File: config.mk
export PLATFORM = sky130hd
export DESIGN_NAME = led_flash_stretcher
export DESIGN_NICKNAME = d
export VERILOG_FILES = /design/src/rtl/led_flash_stretcher.sv
export SDC_FILE = /design/constraint.sdc
export NUM_CORES = 1
export LEC_CHECK = 0
export BUFFER_PORTS_ARGS = -buffer_cell sky130_fd_sc_hd__clkbuf_2
export CAP_MARGIN = 10
export CORE_AREA = 2 2 69 71
export DETAILED_ROUTE_END_ITERATION = 8
export DIE_AREA = 0 0 71 73
export PLACE_DENSITY = 0.83
export SLEW_MARGIN = 25
export SYNTH_ARGS = -nofsm -noshare
export SYNTH_HDL_FRONTEND = slang
export SYNTH_SLANG_ARGS = --single-unit
File: constraint.sdc
create_clock -name CLK -period 2.9 [get_ports CLK]
set_clock_uncertainty 0.15 [all_clocks]
set_input_delay 0.145 -clock CLK [delete_from_list [all_inputs] [get_ports CLK]]
set_output_delay 0.145 -clock CLK [all_outputs]
set_load 0.02 [all_outputs]
File: src/rtl/led_flash_stretcher.sv
// LED flash stretcher: turns single-cycle event strobes into fixed-length
// LED flashes separated by fixed dark gaps.
//
// Ports:
//   CLK       system clock, posedge
//   RST_N     async active-low reset
//   EVENT_IN  event strobe, one event per high cycle
//   CLR_OVF   synchronous clear of OVERFLOW
//   LED_OUT   registered LED drive, 1 = lit
//   BUSY      registered, 1 while not idle
//   PENDING   queued events not yet flashed (saturating)
//   OVERFLOW  sticky, set when an event hits a saturated queue
module led_flash_stretcher #(
  parameter int ON_MSB  = 19,
  parameter int GAP_MSB = 19,
  parameter int PEND_W  = 4
) (
  input  logic              CLK,
  input  logic              RST_N,
  input  logic              EVENT_IN,
  input  logic              CLR_OVF,
  output logic              LED_OUT,
  output logic              BUSY,
  output logic [PEND_W-1:0] PENDING,
  output logic              OVERFLOW
);

  typedef enum logic [1:0] {
    S_IDLE = 2'd0,
    S_ON   = 2'd1,
    S_GAP  = 2'd2
  } state_t;

  localparam logic [ON_MSB:0]  ON_ONE  = 1;
  localparam logic [GAP_MSB:0] GAP_ONE = 1;
  localparam logic [PEND_W-1:0] P_ONE  = 1;

  state_t state;
  state_t next_state;

  logic [ON_MSB:0]  on_cnt;
  logic [GAP_MSB:0] gap_cnt;

  logic on_last;
  logic gap_last;
  logic pend_nz;
  logic pend_max;
  logic start;
  logic ovf_set;
  logic led_d;
  logic busy_d;

  logic [PEND_W-1:0] ev_w;

  assign on_last  = (state == S_ON) && (&on_cnt);
  assign gap_last = (state == S_GAP) && (&gap_cnt);
  assign pend_nz  = |PENDING;
  assign pend_max = &PENDING;
  assign ev_w     = {{(PEND_W-1){1'b0}}, EVENT_IN};

  // A new flash may begin from idle or seamlessly after a full gap.
  assign start = ((state == S_IDLE) || gap_last)
               && (pend_nz || EVENT_IN);

  assign ovf_set = EVENT_IN && pend_max && !start;

  always_ff @(posedge CLK or negedge RST_N) begin
    if (!RST_N) begin
      state <= S_IDLE;
    end else begin
      state <= next_state;
    end
  end

  always_comb begin
    next_state = state;
    case (state)
      S_IDLE: begin
        if (start) next_state = S_ON;
      end
      S_ON: begin
        if (on_last) next_state = S_GAP;
      end
      S_GAP: begin
        if (gap_last) begin
          next_state = start ? S_ON : S_IDLE;
        end
      end
      default: next_state = S_IDLE;
    endcase
  end

  always_comb begin
    led_d  = (next_state == S_ON);
    busy_d = (next_state != S_IDLE);
  end

  // Counters reset whenever their state is not active, so each
  // entry into ON or GAP begins at zero.
  always_ff @(posedge CLK or negedge RST_N) begin
    if (!RST_N) begin
      on_cnt  <= '0;
      gap_cnt <= '0;
    end else begin
      on_cnt  <= (state == S_ON) ? on_cnt + ON_ONE : '0;
      gap_cnt <= (state == S_GAP) ? gap_cnt + GAP_ONE : '0;
    end
  end

  always_ff @(posedge CLK or negedge RST_N) begin
    if (!RST_N) begin
      LED_OUT <= 1'b0;
      BUSY    <= 1'b0;
    end else begin
      LED_OUT <= led_d;
      BUSY    <= busy_d;
    end
  end

  // A start with an empty queue consumes EVENT_IN directly.
  always_ff @(posedge CLK or negedge RST_N) begin
    if (!RST_N) begin
      PENDING <= '0;
    end else if (start) begin
      if (pend_nz) PENDING <= PENDING - P_ONE + ev_w;
    end else if (EVENT_IN && !pend_max) begin
      PENDING <= PENDING + P_ONE;
    end
  end

  // Set wins over a coincident clear.
  always_ff @(posedge CLK or negedge RST_N) begin
    if (!RST_N) begin
      OVERFLOW <= 1'b0;
    end else begin
      OVERFLOW <= ovf_set || (OVERFLOW && !CLR_OVF);
    end
  end

endmodule

== Word-level counts from Yosys, hierarchy flattened ==
Cells that the tools add are included.
Storage, ports and cells
  output and inout port bits: 7
  register bits after elaboration: 49
Cells by class
  equal/unequal tests: 4
  multiplexer cells: 10
  reductions and logical operators: 21
  $add $sub $neg: 5
Operators by type and width (count)
  adder 20 x 1 -> 20 bit (second input constant): 2
  2-to-1 mux 20 bit: 2
  AND reduction 20 bit: 2
  2-to-1 mux 4 bit: 3
  logical AND 1 bit: 7
  2-to-1 mux 2 bit: 3
  case mux 2 bit (3 select lines): 1
  adder 4 x 1 -> 4 bit: 1
  adder 4 x 1 -> 4 bit (second input constant): 1
  equality test 2 x 1 -> 1 bit (second input constant): 2
  AND reduction 4 bit: 1
  nonzero test 2 bit: 2
  OR reduction 4 bit: 1
  subtractor 4 x 1 -> 4 bit (second input constant): 1
  logical NOT 1 bit: 3
  logical OR 1 bit: 3
  equality test 2 bit (second input constant): 1
  logical NOT 2 bit: 1
  inequality test 2 bit (second input constant): 1
  AND reduction 2 bit: 1
  2-to-1 mux 1 bit: 1

== Longest topological paths before layout ==
Gate-level depths: netlist of run 1.
  depth after elaboration: 8
  mapped depth: 7
  gate-level depth less buffers: 7

== Least setup slack after synthesis of run 1 ==
Ideal clock, no wire load.
  kind: register to register
  from: register gap_cnt[0]
  to: register PENDING[0]
  buffers on the path: 0
  stages on the path, launching flop included: 8
  period minus slack after synthesis: 2.302 ns
  arrival time: 2.029 ns
  required time: 2.627 ns
  path slack: 0.598 ns
  path through: dfrtp_1 > ha_1 > nand3_1 > or4b_4 > o21a_4 > or2_4 > o21a_1 > o221a_1
On the way
  word-level cells in the longest chain between the ends: 6
  elaborated cells between the ends (all ways): 8
Ends and longest elaborated chain
  start, declared: RTL line 42  | logic [GAP_MSB:0] gap_cnt;
  start signal, assigned: RTL line 106  | gap_cnt <= (state == S_GAP) ? gap_cnt + GAP_ONE : '0;
  AND reduction 20 bit *: RTL line 56  | assign gap_last = (state == S_GAP) && (&gap_cnt);
  logical AND 1 bit *: RTL line 56
  logical OR 1 bit *: RTL line 62  | assign start = ((state == S_IDLE) || gap_last)
  logical AND 1 bit *: RTL line 63  | && (pend_nz || EVENT_IN);
  inequality test 2 bit (no source line) or nonzero test 2 bit (tied branches)
  AND reduction 2 bit (no source line)
  end signal, assigned: RTL line 125  | if (pend_nz) PENDING <= PENDING - P_ONE + ev_w;
  end signal, assigned: RTL line 127  | PENDING <= PENDING + P_ONE;
  end, declared: RTL line 24  | output logic [PEND_W-1:0] PENDING,
Every way passes the cells marked *; elsewhere a longest branch is shown, timed or not.
A chain may end at the register's enable or synchronous reset.

== Worst setup path in the final report of run 1 ==
Ends and elaborated chain as after synthesis.

==> reports/summary.txt, run 1 <==
First-pass GRT wire length: 6920 um
Internal power: 0.001088 W
Period minus WS final: 2.436 ns
Worst EP arrival: 2.47 ns
Reg clk slew, reported paths: 0.08 ns
Met2 WL: 1957 um
Worst-Margin Slew: 0.7551 ns
Max clock buf depth: 2
Initial Util: 52.19%
Top layer in use: met4
Fmax: 410.5 MHz
Critical path fanouts, max: 8
GPL Wtd Cong: 0.7917
Final core occ: 56.94%
Sw Ratio: 31.41%
DRT met1 WL: 1865 um
Later-pin clock latency in the skew report: 0.29 ns
Setup WS pre-CTS: 0.4884 ns
Ant. Diodes: 0
Synth area leader: dfrtp_1
Die Area: 0.005183 mm2
Core ar.: 0.004536 mm2
Share of layout cells above drive strength 1: 8.627%
Initial antenna violation count: 0
DRT antenna net count: 0
# rows: 25
Setup WS post-layout: 0.4637 ns
Mean routed wirelength per cell: 12.80 um
# hold bufs at CTS: 2
RSZ-0062 raised after global routing: false
Gr ovfl total: 0
Cell Pwr Density: 614.1 mW/mm2
Routed vias: 1709
Leading cell type in the layout, fill and taps excluded: dfrtp_1
Routed length on met3: 122 um
FFs w/ async S/R, synth: 100.0%
Syn Nets: 250
Post-DP HPWL: 2787 um
TritonRoute pass-1 iters: 4
HP Class: primary input to flop
Initial drt markers: 137
Pwr Total: 0.001586 W
Primary FF master, synth: dfrtp_1
Flops & latches, synth: 49
Number of global-route vias before repair: 1630
Synth warnings: 0
Final wirelength: 3954 um
I/O pin count: 11
Die width: 71 um
Largest net degree at the start of global routing: 32
Fillcell total: 378
Post-DR vias/cell: 5.531
Post-synth EDFFs: 0
Static Leak: 1.139 nW
CTS resizes: 0
I/O Buffers: 10
Syn_area_per_cell: 9.864 um2
Setup TNS: 0 ns
Clk Tree Root Cell: clkbuf_8
Final Setup Violations: 0
Final period util: 84.01%
Fin. Hold Viols: 0
Max IR drop VDD: 0.0002311 V
Part of the power in combinational logic: 20.7%
Post-CTS Setup Repair Bufs: 0
Synth cell types: 33
Chip Height: 73 um
Post-Syn Area: 0.002367 mm2
GRT Util Overall: 16.77%
Nets: 265
Status: complete, no violations
Crit. End Element: flop
Slew HR: 49.66%
Worst hold margin: 0.02658 ns
Sequential area share after synthesis: 51.80%
CTS tree: done
Most frequent cells in the layout: dfrtp_1 (49), nor2_1 (48), xor2_1 (27)
DRC violations left: 0
CP Class: flop to flop
Max cap viols: 0
Clk sink count: 49
Final slew viol count: 0
Area contributors post-synth: dfrtp_1 (52%), xor2_1 (10%), nor2_1 (7.6%), nand3_1 (4.0%), ha_1 (3.2%)
Net switching power figure: 0.0004981 W
Inserted Clock Buffers: 5
Area grow syn2layout: 9.091%
Clock power frac: 25.3%
Synth top area share: 51.80%
Cells after Synth: 240
CTS H-tree lvls: 2
Required time of the critical path: 2.94 ns
Startpoint Class: flop
Sequential power share: 54.0%
synth_stat cells, drive strengths merged, types with 2 or more instances:
library cell and count:
o221ai 2, and2 3, nand3 19, xnor2 8, nor3 3, a21oi 3, a31oi 2, nand4 9
inv 6, clkbuf 4, dfrtp 49, ha 6, o21ai 4, and3 8, and4 3, o22ai 2
nor2 48, xor2 27, o21a 2, or3 3, nand2 19
cell families after synthesis:
group / after synthesis / synth area share, %
muxes: 1 / 0.4228
buffers and inverters: 11 / 1.797
AOI/OAI and AO/OA: 18 / 5.391
adders and majority gates: 6 / 3.171
and+or+nand+nor: 120 / 24.47
DFF: 49 / 51.80
xor gates and xnor gates: 35 / 12.95
layer usage:
layer / track usage [%] / vias to the layer above
met5: 0 / -
met4: 3.983 / 0
met3: 4.558 / 2
met2: 28.87 / 32
met1: 21.20 / 829
li1: - / 846
final timing paths:
path	start	to	slack, ns	cells after the start
worst max-delay path	gap_cnt[0]	PENDING[0]	0.46	7
worst min-delay path	EVENT_IN	OVERFLOW	0.03	3
worst max register to register	gap_cnt[0]	PENDING[0]	0.46	7
worst min register to register	gap_cnt[0]	gap_cnt[0]	0.35	1
max in group asynchronous	RST_N	gap_cnt[5]	1.59	3
min in group asynchronous	RST_N	on_cnt[17]	0.28	2
state kept, by name, indices dropped and copies added, names as in the netlist:
| signal | cells |
|---|---|
| PENDING | 4 |
| on_cnt | 20 |
| state | 2 |
| OVERFLOW | 1 |
| LED_OUT | 1 |
| BUSY | 1 |
| gap_cnt | 20 |
area by class of cell:
cell class	count	area, um2	share of cell area [%]
Clock buffer	6	82.58	3.198
Clock inverter	1	7.507	0.2907
Inverter	6	22.52	0.8721
Multi-Input combinational cell	180	1099	42.54
Sequential cell	49	1226	47.48
Tap cell	54	67.56	2.616
Timing Repair Buffer	13	77.57	3.004
per-stage QoR:
stage | area, um2 | std cells
finish | 2582 | 309
global route | 2582 | 309
CTS | 2582 | 309
detailed placement | 2472 | 300
global placement | 2472 | 300
floorplan | 2367 | 240
power groups by stage:
| stage | Sequential, W | Clock (W) | Combinational (W) |
|---|---|---|---|
| 3_5_place_dp | 0.000868 | 0 | 0.000325 |
| 3_3_place_gp | 0.000865 | 0 | 0.000321 |
| 2_1_floorplan | 0.000886 | 0 | 0.000199 |
| 4_1_cts | 0.000854 | 0.000416 | 0.000332 |
| 6_report | 0.000856 | 0.000401 | 0.000329 |
| 5_1_grt | 0.000870 | 0.000447 | 0.000383 |
worst max-delay path: stages (launching register included):
cell	delay [ns]
dfrtp_1	0.40
ha_1	0.22
nand3_1	0.12
or4b_4	0.54
o21a_4	0.24
or2_4	0.25
o21a_1	0.18
o221a_1	0.23
No activity file was read; power rests on OpenSTA's default activity.
==> inputs of run 2 (changes only) <==
==> constraint.sdc (replaced) <==
create_clock -name CLK -period 2.51 [get_ports CLK]
set_clock_uncertainty 0.15 [all_clocks]
set_input_delay 0.1255 -clock CLK [delete_from_list [all_inputs] [get_ports CLK]]
set_output_delay 0.1255 -clock CLK [all_outputs]
set_load 0.02 [all_outputs]
==> run 2 against run 1 <==
Clock power grew 16%. Largest cell class unchanged. Sequential power grew 15%. Non-clock buffer count grew 3. Combinational power grew 16%. Die area is the same. Final cell count grew 1.3%. Final area grew 0.92%. Total power grew 16%. Critical path depth is the same.
==> reports/summary.txt, run 2 (synthesis gave the netlist of run 1 again) <==
Initial drt markers: 94
Clk Tree Root Cell: clkbuf_8
Largest net degree at the start of global routing: 50
Die Area: 0.005183 mm2
Fmax: 414.7 MHz
Slew HR: 48.44%
Gr ovfl total: 0
Max cap viols: 0
Nets: 268
DRC violations left: 0
TritonRoute pass-1 iters: 4
Max IR drop VDD: 0.0003207 V
# rows: 25
Initial antenna violation count: 0
HP Class: primary input to asynchronous set/reset pin
Critical path fanouts, max: 8
Worst path max stage delay: 0.54 ns
Most frequent cells in the layout: dfrtp_1 (49), nor2_1 (48), xor2_1 (27)
Top Registers: gap_cnt (20), on_cnt (20), PENDING (4)
Critical path, cell by cell: ha_2, nand3_1, or4b_4, o21a_4, or2_4, o21a_1, o221a_1
First-pass GRT wire length: 7258 um
Worst EP arrival: 2.46 ns
Final core occ: 57.46%
Final Setup Violations: 0
Leading cell type in the layout, fill and taps excluded: dfrtp_1
Post-DP HPWL: 2782 um
Inserted Clock Buffers: 5
CTS H-tree lvls: 2
Area grow syn2layout: 10.10%
CP Class: flop to flop
Final period util: 96.06%
Number of global-route vias before repair: 1680
Initial Util: 52.19%
Non-Filler Instances: 313
Cell count after placement: 301
DRT antenna net count: 0
Post-DR vias/cell: 5.396
CTS tree: done
Period minus WS final: 2.411 ns
Startpoint Class: flop
Final wirelength: 4105 um
Routed vias: 1689
Required time of the critical path: 2.56 ns
Setup WS post-layout: 0.09884 ns
Core ar.: 0.004536 mm2
GRT Util Overall: 17.56%
Share of layout cells above drive strength 1: 9.653%
Pwr Total: 0.001833 W
Crit-path slowest cell: or4b_4
Static Leak: 1.153 nW
Later-pin clock latency in the skew report: 0.31 ns
Fin. Hold Viols: 0
Crit. End Element: flop
CP Buf/Inv Count: 0
Worst-Margin Slew: 0.7734 ns
Final slew viol count: 0
I/O pin count: 11
Reg clk slew, reported paths: 0.09 ns
Cell Pwr Density: 703.3 mW/mm2
Die width: 71 um
Setup WS pre-CTS: 0.1071 ns
GPL Wtd Cong: 0.7880
I/O Buffers: 10
Chip Height: 73 um
Status: complete, no violations
Mean routed wirelength per cell: 13.12 um
Delay-heaviest family, CP: simple AND/OR/NAND/NOR gates
Clk sink count: 49
Ant. Diodes: 0
Max clock buf depth: 2
[run 2: changes by cell type in the layout (fill, tap and decap cells not counted), sizes merged]
| cell | change |
|---|---|
| dlygate4sd3 | +1 |
| clkinv | +1 |
| inv | +1 |
| buf | +2 |
| clkinvlp | -1 |
[run 2: routing by layer]
layer	GRT usage (%)	vias up	wire (um)
met2	29.70	17	2043
met1	22.41	817	1901
met4	5.241	0	53
li1	-	849	-
met5	0	-	0
met3	4.420	6	107
[run 2: path summary, 6_finish.rpt]
path                       startpoint          to  slack [ns]  depth (start not counted)
setup / recovery           gap_cnt[0]  PENDING[0]         0.1                          7
hold / removal                  RST_N  on_cnt[15]        0.30                          3
setup reg to reg           gap_cnt[0]  PENDING[0]         0.1                          7
hold reg to reg            gap_cnt[0]  gap_cnt[0]        0.34                          1
max in group asynchronous       RST_N  gap_cnt[6]        1.49                          3
min in group CLK           gap_cnt[0]  gap_cnt[0]        0.34                          1
[run 2: layout make-up]
type	instances	area [um2]
sequential	49	1226
multi-input combinational	180	1101
fill	391	1929
inverter	6	22.52
timing repair buffer	16	102.6
clock buffer	6	72.57
tap	54	67.56
clock inverter	2	13.76
[run 2: repair_timing]
action / in CTS / in global routing
hold buffers: 3 / 0
hold endpoints to repair: 50 / 0
resized for setup: 0 / 1
setup buffers: 0 / 1
setup endpoints to repair: 0 / 2
[run 2: worst reg2reg max path, cell delays in order, from the launching register on]
cell and delay (ns):
dfrtp_1 0.40, ha_2 0.21, nand3_1 0.10, or4b_4 0.54, o21a_4 0.24, or2_4 0.25
o21a_1 0.18, o221a_1 0.24
[run 2: through the flow]
stage	area, um2	hold slack [ns]	TNS [ns]
after floorplan	2367	-0.3201	0
after global placement	2480	0.1044	0
after detailed placement	2480	0.1150	0
after CTS	2596	0.3314	0
after global routing	2606	0.3633	-0.007710
final	2606	0.2994	0
[run 2: report_power, final]
group	total, W	switching (W)	internal [W]
sequential	0.000987	0.000111	0.000876
combinational	0.000381	0.000217	0.000165
clock	0.000465	0.000266	0.000199
total	0.00183	0.000594	0.00124
==> inputs of run 3 (changes only) <==
--- a/config.mk
+++ b/config.mk
@@ -11,6 +11,7 @@
 export DETAILED_ROUTE_END_ITERATION = 8
 export DIE_AREA = 0 0 71 73
 export PLACE_DENSITY = 0.83
+export REMOVE_ABC_BUFFERS = 1
 export SLEW_MARGIN = 25
 export SYNTH_ARGS = -nofsm -noshare
 export SYNTH_HDL_FRONTEND = slang
==> run 3 against run 2 <==
Worst hold slack improved by 0.0090 ns. Sequential power is 0.8% higher. Largest power group unchanged. Critical path depth unchanged. Non-clock buffer count is the same. Flip-flop and latch count stayed put. Critical path type unchanged. Utilization increased by 0.61 points.
==> reports/summary.txt, run 3 (synthesis gave the netlist of run 1 again) <==
Fillcell total: 364
Cell Pwr Density: 741.8 mW/mm2
GRT Util Overall: 17.35%
Ant. Diodes: 0
DRC violations left: 0
HP Class: primary input to asynchronous set/reset pin
Inserted Clock Buffers: 5
Most frequent cells in the layout: dfrtp_1 (49), nor2_1 (48), xor2_1 (27)
Status: complete, no violations
Required time of the critical path: 2.55 ns
Max IR drop VDD: 0.0004191 V
Worst EP arrival: 2.47 ns
Leading cell type in the layout, fill and taps excluded: dfrtp_1
Final Setup Violations: 0
Initial drt markers: 92
Routed vias: 1697
Post-DR vias/cell: 5.422
Die width: 71 um
Fin. Hold Viols: 0
I/O Buffers: 10
Final period util: 96.95%
Critical path fanouts, max: 8
Clk Tree Root Cell: clkbuf_8
Fin area: 0.002634 mm2
Core ar.: 0.004536 mm2
# rows: 25
Nets: 268
Final slew viol count: 0
Period minus WS final: 2.433 ns
Max cap viols: 0
Top layer in use: met4
Largest net degree at the start of global routing: 40
Mean routed wirelength per cell: 13.25 um
Static Leak: 1.168 nW
First-pass GRT wire length: 7107 um
Post-DP HPWL: 2832 um
Final wirelength: 4147 um
CP Class: flop to flop
Routed length on met3: 106 um
Fmax: 410.9 MHz
Post-placement cell area: 0.002487 mm2
Gr ovfl total: 0
CTS tree: done
Area grow syn2layout: 11.26%
Worst-Margin Slew: 0.8308 ns
Clk sink count: 49
RSZ-0062 raised after global routing: false
Startpoint Class: flop
TritonRoute pass-1 iters: 4
I/O pin count: 11
Max clock buf depth: 2
Initial Util: 52.19%
Number of global-route vias before repair: 1644
Top Registers: gap_cnt (20), on_cnt (20), PENDING (4)
DRT antenna net count: 0
GPL Wtd Cong: 0.8083
CTS H-tree lvls: 2
DRT met1 WL: 1889 um
Initial antenna violation count: 0
Post-CTS Setup Repair Bufs: 0
Crit. End Element: flop
Chip Height: 73 um
Later-pin clock latency in the skew report: 0.30 ns
Setup TNS: 0 ns
Met2 WL: 2063 um
Die Area: 0.005183 mm2
Slew HR: 44.61%
Share of layout cells above drive strength 1: 9.266%
Reg clk slew, reported paths: 0.09 ns
-- run 3: cell types whose count changed in the layout (fill, tap and decap cells not counted) --
cell       before  now
buf_2           0    1
clkbuf_8        5    6
ha_1            5    6
bufinv_16       0    1
clkbuf_2       10    9
clkinv_2        1    0
inv_6           1    0
ha_2            1    0
-- run 3: routing by layer --
layer,vias up,track usage [%]
met5,-,0
met4,0,8.176
met3,9,2.901
met2,24,28.76
met1,815,22.36
li1,849,-
-- run 3: power by group --
group / switching [W] / leakage (nW) / internal (W)
combinational: 0.000217 / 0.457 / 0.000164
sequential: 0.000119 / 0.652 / 0.000876
clock: 0.000253 / 0.0585 / 0.000325
total: 0.000589 / 1.17 / 0.00137
-- run 3: area by class of cell --
type                       count  area (um2)  area share (%)
clock inverter                 1       30.03           1.140
multi-input combinational    180        1099           41.71
timing repair buffer          16       102.6           3.895
sequential                    49        1226           46.56
clock buffer                   7       86.33           3.278
inverter                       6       22.52          0.8551
tap                           54       67.56           2.565
-- run 3: critical path, stage by stage (launching register included) --
cell and delay (ns):
dfrtp_1 0.39, ha_1 0.22, nand3_1 0.12, or4b_4 0.54, o21a_4 0.24, or2_4 0.24, o21a_1 0.19, o221a_1 0.24
-- run 3: worst paths after layout --
| path | start | end | slack [ns] | depth (start not counted) |
|---|---|---|---|---|
| hold reg to reg | gap_cnt[0] | gap_cnt[0] | 0.33 | 1 |
| setup reg to reg | gap_cnt[0] | PENDING[0] | 0.08 | 7 |
| hold / removal | RST_N | on_cnt[15] | 0.31 | 2 |
| min in group CLK | gap_cnt[0] | gap_cnt[0] | 0.33 | 1 |
| setup / recovery | gap_cnt[0] | PENDING[0] | 0.08 | 7 |
| max in group asynchronous | RST_N | gap_cnt[6] | 1.28 | 3 |
-- run 3: through the flow --
stage          total power [W]  hold WS (ns)  std cells  utilization [%]  worst slack (ns)
6_report              0.001954        0.3084        313            58.07           0.07658
4_1_cts               0.001959        0.3411        313            58.07           0.07539
3_5_place_dp          0.001381        0.1657        302            54.84           0.08802
5_1_grt               0.002052        0.3626        313            58.07          0.003214
3_3_place_gp          0.001361        0.1627        302            54.84            0.1573
2_1_floorplan         0.001252       -0.3201        235                -            0.2079
-- run 3: what timing repair did --
action | in CTS | in global routing
hold buffers | 3 | 0
setup endpoints to repair | 0 | 0
gates resized for setup | 0 | 0
endpoints found under the hold margin | 38 | 0
